### config.mk
export PLATFORM = sky130hd
export DESIGN_NAME = pxs_sync_gen
export DESIGN_NICKNAME = d
export VERILOG_FILES = /design/src/rtl/pxs_sync_gen.sv
export SDC_FILE = /design/constraint.sdc
export NUM_CORES = 1
export LEC_CHECK = 0
export BUFFER_PORTS_ARGS = -buffer_cell sky130_fd_sc_hd__buf_2
export CAP_MARGIN = 30
export CORE_ASPECT_RATIO = 0.8
export CORE_MARGIN = 1.5
export CORE_UTILIZATION = 35
export CTS_CLUSTER_DIAMETER = 30
export DETAILED_ROUTE_END_ITERATION = 10
export GPL_TIMING_DRIVEN = 0
export SETUP_SLACK_MARGIN = 0.2
export SYNTH_ARGS = -nofsm -noshare
export SYNTH_HDL_FRONTEND = slang
export SYNTH_SLANG_ARGS = --single-unit
### constraint.sdc
create_clock -name clk -period 2.15 [get_ports clk]
set_input_delay 0.3225 -clock clk [delete_from_list [all_inputs] [get_ports clk]]
set_output_delay 0.3225 -clock clk [all_outputs]
set_load 0.01 [all_outputs]
### src/rtl/pxs_sync_gen.sv
// VGA-style sync/coordinate generator: free-running h/v counters with registered decode.
// Optional pixel clock enable via `define PXS_SYNC_CE_EN (adds the pix_ce port).
module pxs_sync_gen #(
  parameter int H_ACTIVE = 640,
  parameter int H_FP     = 16,
  parameter int H_SYNC   = 96,
  parameter int H_BP     = 48,
  parameter int V_ACTIVE = 480,
  parameter int V_FP     = 10,
  parameter int V_SYNC   = 2,
  parameter int V_BP     = 33,
  parameter bit SYNC_POL = 1'b0
) (
  input  logic       clk,
  input  logic       reset,
`ifdef PXS_SYNC_CE_EN
  input  logic       pix_ce,
`endif
  output logic       HSync,
  output logic       VSync,
  output logic [9:0] XCoord,
  output logic [9:0] YCoord,
  output logic       ActiveVideo,
  output logic       LineStart,
  output logic       FrameStart
);

  localparam int H_TOTAL = H_ACTIVE + H_FP + H_SYNC + H_BP;
  localparam int V_TOTAL = V_ACTIVE + V_FP + V_SYNC + V_BP;

  // Window bounds kept at 11 bits so an end bound of 1024 still compares correctly.
  localparam logic [10:0] H_ACT_END = 11'(H_ACTIVE);
  localparam logic [10:0] HS_BEG    = 11'(H_ACTIVE + H_FP);
  localparam logic [10:0] HS_END    = 11'(H_ACTIVE + H_FP + H_SYNC);
  localparam logic [10:0] V_ACT_END = 11'(V_ACTIVE);
  localparam logic [10:0] VS_BEG    = 11'(V_ACTIVE + V_FP);
  localparam logic [10:0] VS_END    = 11'(V_ACTIVE + V_FP + V_SYNC);
  localparam logic [9:0]  H_LAST    = 10'(H_TOTAL - 1);
  localparam logic [9:0]  V_LAST    = 10'(V_TOTAL - 1);

  if (H_TOTAL > 1024) begin : g_h_total_err
    $error("pxs_sync_gen: H_TOTAL exceeds 1024");
  end
  if (V_TOTAL > 1024) begin : g_v_total_err
    $error("pxs_sync_gen: V_TOTAL exceeds 1024");
  end

  logic       tick;
  logic [9:0] hcnt;
  logic [9:0] vcnt;
  logic [9:0] hcnt_nxt;
  logic [9:0] vcnt_nxt;
  logic       hwrap;
  logic       vwrap;
  logic       act_dec;
  logic       hs_dec;
  logic       vs_dec;

`ifdef PXS_SYNC_CE_EN
  assign tick = pix_ce;
`else
  assign tick = 1'b1;
`endif

  always_comb begin
    hwrap    = (hcnt == H_LAST);
    vwrap    = (vcnt == V_LAST);
    hcnt_nxt = hwrap ? 10'd0 : hcnt + 10'd1;
    vcnt_nxt = vcnt;
    if (hwrap) begin
      vcnt_nxt = vwrap ? 10'd0 : vcnt + 10'd1;
    end
  end

  always_comb begin
    act_dec = ({1'b0, hcnt} < H_ACT_END) && ({1'b0, vcnt} < V_ACT_END);
    hs_dec  = ({1'b0, hcnt} >= HS_BEG) && ({1'b0, hcnt} < HS_END);
    vs_dec  = ({1'b0, vcnt} >= VS_BEG) && ({1'b0, vcnt} < VS_END);
  end

  always_ff @(posedge clk or posedge reset) begin
    if (reset) begin
      hcnt <= 10'd0;
      vcnt <= 10'd0;
    end else if (tick) begin
      hcnt <= hcnt_nxt;
      vcnt <= vcnt_nxt;
    end
  end

  // Outputs are the decode of the pre-advance counters, so they trail hcnt/vcnt by one tick.
  always_ff @(posedge clk or posedge reset) begin
    if (reset) begin
      HSync       <= ~SYNC_POL;
      VSync       <= ~SYNC_POL;
      XCoord      <= 10'd0;
      YCoord      <= 10'd0;
      ActiveVideo <= 1'b0;
    end else if (tick) begin
      HSync       <= hs_dec ? SYNC_POL : ~SYNC_POL;
      VSync       <= vs_dec ? SYNC_POL : ~SYNC_POL;
      XCoord      <= hcnt;
      YCoord      <= vcnt;
      ActiveVideo <= act_dec;
    end
  end

  // Markers are not held by a stalled enable: they last exactly one clk.
  always_ff @(posedge clk or posedge reset) begin
    if (reset) begin
      LineStart  <= 1'b0;
      FrameStart <= 1'b0;
    end else begin
      LineStart  <= tick && (hcnt == 10'd0);
      FrameStart <= tick && (hcnt == 10'd0) && (vcnt == 10'd0);
    end
  end

endmodule
# Word-level counts from Yosys, hierarchy flattened
# Index checks and enable logic that the tools add are counted.
# totals
regBits,45
input_bits,2
out_inout_bits,25
# op_classes
n_addsub,2
n_lt_le_gt_ge,6
eq_ne,2
mux,4
reduce_logical,6
# ops
cell,n
10-bit by 1-bit adder with 10-bit output (second input constant),2
10-bit equality test (second input constant),2
10-bit zero test,2
10-bit < comparator (second input constant),2
10-bit by 9-bit < comparator with 1-bit output (second input constant),2
10-bit 2-to-1 mux,2
10-bit >= comparator (second input constant),1
10-bit by 9-bit >= comparator with 1-bit output (second input constant),1
1-bit logical AND,4
1-bit 2-to-1 mux,2

# Depth between registers and ports, before layout
# Gate-level depths: netlist of run 1.
# depth
depth_word,3
ltp_mapped,6
ltp_nobuf,6

# Worst setup path after synthesis of run 1
# Ideal clock, no wire load.
# synth_timing
path_type,register to register
from,register hcnt[5]
to,register vcnt[9]
t_arrival_ns,2.027
t_required_ns,2.073
path_slack_ns,0.046
path_stages_with_launch,5
n_path_buf,0
synth_period_minus_slack_ns,2.104
path_cell_list,dfrtp_1 or4b_4 or3_4 or4_1 a21oi_1
# synth_between
elab_chain_len,1
# synth_lines
item,line_no,source
from (decl),49,logic [9:0] hcnt;
from (signal assigned),86,hcnt <= hcnt_nxt;
10-bit equality test,66,hwrap = (hcnt == H_LAST);
to (signal assigned),87,vcnt <= vcnt_nxt;
to (decl),50,logic [9:0] vcnt;
# Every way passes these cells.
# A chain may end at the register's enable or synchronous reset.

# Worst setup path after layout of run 1
# layout_timing
from,register hcnt[7]
to,register vcnt[9]
# Same word-level chain as after synthesis.

==> results of run 1 <==
-- state kept, by name, indices dropped and copies added, names as in the netlist --
register     cells
ActiveVideo      1
XCoord          10
vcnt            10
HSync            1
YCoord          10
VSync            1
hcnt            10
LineStart        1
FrameStart       1
-- kinds of logic (layout without fill, tap and decap cells) --
family	Yosys count	after routing
xor+xnor	10	10
simple gates	55	55
flops	45	45
fa+ha+maj	4	4
compound gates	15	15
mux	1	1
buf+inv	8	45
-- area by class of cell --
class | count | area, sq um
multi-input combinational | 85 | 584
inverter | 8 | 30.0
clock inverter | 2 | 35.0
tap | 60 | 75.1
fill | 437 | 2540
timing repair buffer | 30 | 160
sequential | 45 | 1130
clock buffer | 5 | 68.8
-- what timing repair did --
item / CTS / global route
setup endpoints to repair: 11 / 5
hold buffers: 0 / 0
buffers inserted: 3 / 1
gates cloned: 0 / 0
hold endpoints to repair: 0 / 0
pin swaps: 1 / 5
gates resized for setup: 6 / 5
-- metrics by stage --
| stage | setup slack [ns] | hold WS (ns) | power (W) | setup TNS [ns] |
|---|---|---|---|---|
| floorplan | 0.173 | 0.404 | 0.000875 | 0 |
| global placement | 0.0422 | 0.422 | 0.000879 | 0 |
| detailed placement | -0.0259 | 0.433 | 0.000880 | -0.0700 |
| CTS | 0.122 | 0.240 | 0.00148 | 0 |
| global route | 0.0588 | 0.273 | 0.00153 | 0 |
| finish | 0.118 | 0.212 | 0.00146 | 0 |
-- placed cells by master, fill, tap and decap left out, types with 5 or more instances in the layout --
| master | netlist | routed |
|---|---|---|
| xnor2_1 | 5 | 5 |
| nand2_1 | 8 | 8 |
| dfrtp_1 | 43 | 39 |
| nor2_1 | 9 | 9 |
| buf_2 | 0 | 26 |
| o21ai_0 | 6 | 6 |
| nand3_1 | 11 | 11 |
| xor2_1 | 5 | 5 |
| clkbuf_8 | 0 | 5 |
| nand4_1 | 5 | 5 |
| inv_1 | 8 | 7 |
-- layer usage --
layer	track usage, %	routed length, um	vias to the layer above
met1	18.7	1430	580
met5	0	0	-
met3	5.28	189	6
met2	19.9	1470	42
li1	-	-	553
met4	5.17	46	0
-- power groups by stage --
stage / sequential, W / combinational [W] / clock, W
floorplan: 0.000862 / 0.0000124 / 0
global placement: 0.000862 / 0.0000165 / 0
detailed placement: 0.000862 / 0.0000174 / 0
CTS: 0.000846 / 0.0000174 / 0.000617
global route: 0.000846 / 0.0000195 / 0.000669
finish: 0.000846 / 0.0000161 / 0.000600
-- critical path: cells and delay by family (launching register included) --
kind | cells | cell delay (ns)
DFF | 1 | 0.41
and+or+nand+nor | 3 | 1.43
AOI/OAI and AO/OA | 1 | 0.13
-- worst max-delay path by stage --
stage	start	end
after CTS	hcnt[5]	vcnt[9]
after global routing	hcnt[7]	vcnt[9]
after global placement	hcnt[7]	vcnt[8]
final	hcnt[7]	vcnt[9]
after floorplan	hcnt[7]	vcnt[9]
after detailed placement	hcnt[7]	vcnt[0]
==> impl_metrics.yaml, run 1 <==
clock_tree:
  cts_tree: "done"
  clockBufferDepth: 2
  clkSlewWorstSetupHoldPaths_ns: 0.08
  clock_sinks: 45
  cts_max_level: 2
  clockRootBuffer: "clkbuf_8"
  cts_buffers: 5
  clk_latency_ns: 0.29
power:
  leakagePower_nw: 1.02
  p_int_w: 0.00118
  clock_power_share_pct: 41.0
  netSwitchingPower_w: 0.000277
  p_comb_share_pct: 1.1
  peakVddDrop_uv: 302
  power_frac_seq_pct: 57.9
  powerDensity_nw_per_um2: 700
  swShare_pct: 19.0
global_routing:
  grt_pass1_vias: 1122
  antenna_found_initial: 0
  grt_max_degree: 46
  gr-usage-all-layers_pct: 13.8
  overflow: 0
  grt_pass1_wl_um: 5370
placement:
  placed_area_sq_um: 1910
  hpwl_um: 2080
  place_inst: 224
  portBuffers: 26
  place_congestion: 0.848
yosys:
  synthFlopType: "dfrtp_1"
  syn_area_per_cell_sq_um: 12.3
  synth_top_family_by_area: "simple AND/OR/NAND/NOR gates"
  ys_top_cells_by_area: "dfrtp_1 (63%), nand3_1 (3.2%), dfstp_2 (3.1%), ha_1 (2.9%), xnor2_1 (2.6%)"
  synthAdderAreaFrac_pct: 2.94
  synthMostInstantiatedCell: "dfrtp_1"
  synth-xor-area-share_pct: 5.14
  netlist_area_sq_um: 1700
  synth_common_cells: "dfrtp_1 (43), nand3_1 (11), nor2_1 (9)"
  syn_nets: 144
  yosysWarnings: 0
  async_flop_share_pct: 100
  synthMuxAreaShare_pct: 0.588
  yosysTopAreaCellShare_pct: 63.2
  synth_cells: 138
  synth_compound_area_share_pct: 5.22
  synth_area_leader_cell: "dfrtp_1"
  synth_edf_count: 0
  yosysSeqAreaShare_pct: 66.3
  ys_seq_elements: 45
  synthSimpleGateAreaFrac_pct: 18.1
  ys_types: 31
finish:
  stdcell_area_sq_um: 2090
  area_growth_pct: 22.6
  diodes: 0
  utilization_pct: 45.1
  fin_nets: 181
  final_cells: 235
  drive_gt1_share_pct: 31.4
setup_path:
  crit_chain: "or4b_4 -> or3_4 -> or4_4 -> a21oi_2"
  reg2reg_depth: 4
  timing.rr.start: "hcnt[7]"
  worstPathArrival_ns: 2.26
  startpoint_type: "flop"
  slowest_stage: "or4b_4"
  regToRegEndpoint: "vcnt[9]"
  crit_fanout: 5
  r2r_slack_ns: 0.12
  critPathMaxStageDelay_ns: 0.58
  critPathKind: "flop to flop"
  endpoint_kind: "flop"
  worstPathRequired_ns: 2.38
timing:
  finClkSkew_ns: 0.00786
  finalCritPeriodShare_pct: 94.5
  slew_headroom_pct: 40.6
  max_slew.worst_pin.slew_ns: 0.889
  fmax_ghz: 0.492
  rsz0062_at_grt: "true"
  slew_violations: 0
  final_hold_viol_count: 0
  min_period_ns: 2.03
  setup_violations: 0
floorplanning:
  die_x_um: 81.0
  ioPinCount: 27
  start_util_pct: 36.8
  rows: 22
  core_sq_um: 4620
  die_h_um: 65.4
  die-area_sq_um: 5300
drt:
  route.detailed.drc: 0
  drtIter0Drc: 86
  dr.pass1.iters: 4
  routed_wl_um: 3140
  wire_per_inst_um: 13.4
  vias_per_cell: 5.03
  num_vias: 1181
  ant_nets: 0
status:
  outcome: "completed"
worst_hold_path:
  hold_path.class: "primary input to asynchronous set/reset pin"
job:
  drv_cap: 0
(Power assumes the default switching activity.)
==> run 2: changes to the inputs <==
- CORE_ASPECT_RATIO: 0.8 -> not set
==> run 2 against run 1 <==
Utilization is 0.73 points lower. Non-clock buffer count grew 1. Via count down 0.76%. First-iteration DRC count fell by 3.5%. Clock power decreased by 8.7%. Die area about the same. Critical endpoint is now vcnt[3]. Highest routed layer unchanged.
==> impl_metrics.yaml, run 2 (synthesis results as in run 1) <==
placement:
  place_inst: 218
  hpwl_um: 2020
  placed_area_sq_um: 1900
  place_congestion: 0.837
  portBuffers: 26
drt:
  ant_nets: 0
  wire_per_inst_um: 13.3
  dr.pass1.iters: 4
  routed_wl_um: 3070
  vias_per_cell: 5.07
  route.detailed.drc: 0
  num_vias: 1172
  drtIter0Drc: 83
setup_path:
  critPathKind: "flop to flop"
  crit_fanout: 6
  regToRegEndpoint: "vcnt[3]"
  slowest_stage: "or4b_4"
  timing.rr.start: "hcnt[5]"
  crit_chain: "or4b_4 -> buf_4 -> or3_4 -> a21o_1 -> a21o_1"
  startpoint_type: "flop"
  endpoint_kind: "flop"
  worstPathArrival_ns: 2.16
  worstPathRequired_ns: 2.34
  critPathBufInv: 1
  cpLargestDelayFamily: "simple AND/OR/NAND/NOR gates"
  r2r_slack_ns: 0.17
  cpMostUsedCell: "a21o_1"
  critPathMaxStageDelay_ns: 0.55
  reg2reg_depth: 5
global_routing:
  grt_max_degree: 46
  grt_pass1_vias: 1075
  antenna_found_initial: 0
  overflow: 0
  gr-usage-all-layers_pct: 12.7
  grt_pass1_wl_um: 5090
finish:
  area_growth_pct: 22.3
  final_cells: 231
  fin_nets: 182
  final_cell_mix: "dfrtp_1 (39), buf_2 (26), nand3_1 (11)"
  diodes: 0
  stdcell_area_sq_um: 2080
  utilization_pct: 44.4
  fillers: 419
  regArea_sq_um: 1130
  layout_commonest_cell: "dfrtp_1"
  drive_gt1_share_pct: 31.6
  multi_input_area_sq_um: 583
timing:
  rsz0062_at_grt: "true"
  final_hold_viol_count: 0
  fmax_ghz: 0.506
  tns_ns: 0
  setup_violations: 0
  slew_headroom_pct: 41.8
  min_period_ns: 1.98
  finalCritPeriodShare_pct: 91.9
  finClkSkew_ns: 0.00744
  slew_violations: 0
  max_slew.worst_pin.slew_ns: 0.872
power:
  powerDensity_nw_per_um2: 677
  leakagePower_nw: 1.04
  peakVddDrop_uv: 256
clock_tree:
  cts_tree: "done"
  clockBufferDepth: 2
  clkSlewWorstSetupHoldPaths_ns: 0.08
  clockRootBuffer: "clkbuf_8"
  cts_buffers: 5
  cts_max_level: 2
  clock_sinks: 45
  clk_latency_ns: 0.29
  cts_hold_buf: 0
floorplanning:
  start_util_pct: 36.3
  die_h_um: 72.8
  rows: 25
  die_x_um: 72.8
  ioPinCount: 27
  core_sq_um: 4690
  die-area_sq_um: 5290
status:
  outcome: "completed"
job:
  drv_cap: 0
worst_hold_path:
  hold_path.class: "primary input to asynchronous set/reset pin"
-- run 2: cell count changes in the layout (fill, tap and decap cells not counted), sizes merged --
cell and change:
clkbuf +2, buf +1, bufinv -1
-- run 2: metrics by stage --
stage / total power [W] / setup slack (ns) / hold WS, ns
final: 0.00141 / 0.174 / 0.209
after global routing: 0.00147 / 0.132 / 0.297
after CTS: 0.00143 / 0.103 / 0.246
after detailed placement: 0.000880 / 0.00294 / 0.435
after global placement: 0.000879 / 0.0682 / 0.426
after floorplan: 0.000875 / 0.173 / 0.404
-- run 2: worst register-to-register path: stages (launching register included) --
cell,delay (ns)
dfrtp_2,0.40
or4b_4,0.55
buf_4,0.18
or3_4,0.41
a21o_1,0.17
a21o_1,0.16
-- run 2: what timing repair did --
action,4_1_cts,5_1_grt
endpoints found under the setup margin,11,7
gates resized for setup,9,2
pin swaps,3,4
buffers inserted,5,0
-- run 2: power by group --
part | leakage, nW | internal, W | total (W) | switching (W)
Combinational | 0.402 | 0.000000800 | 0.0000158 | 0.0000150
Clock | 0.0542 | 0.000290 | 0.000548 | 0.000258
Sequential | 0.589 | 0.000846 | 0.000846 | 0
Total | 1.04 | 0.00114 | 0.00141 | 0.000273
-- run 2: how the worst max path moves through the flow --
stage | startpoint | slack [ns] | endpoint | depth (start not counted)
4_1_cts | hcnt[5] | 0.10 | vcnt[9] | 4
2_1_floorplan | hcnt[7] | 0.17 | vcnt[9] | 4
5_1_grt | hcnt[5] | 0.13 | vcnt[9] | 4
3_3_place_gp | hcnt[7] | 0.07 | vcnt[8] | 4
6_report | hcnt[5] | 0.17 | vcnt[3] | 5
3_5_place_dp | hcnt[7] | 0.003 | vcnt[8] | 4
-- run 2: layer usage --
| layer | vias to the layer above | part of all wire (%) | track usage, % |
|---|---|---|---|
| met4 | 0 | 2.2 | 6.29 |
| met5 | - | 0 | 0 |
| met3 | 6 | 5.5 | 3.87 |
| met2 | 41 | 50 | 20.6 |
| met1 | 569 | 42 | 15.3 |
| li1 | 556 | - | - |
-- run 2: layout make-up --
class | instances | share of cell area (%)
sequential | 45 | 54.4
clock buffer | 7 | 4.62
timing repair buffer | 31 | 8.05
multi-input combinational | 85 | 28.0
inverter | 8 | 1.44
clock inverter | 1 | 0.240
tap | 54 | 3.24
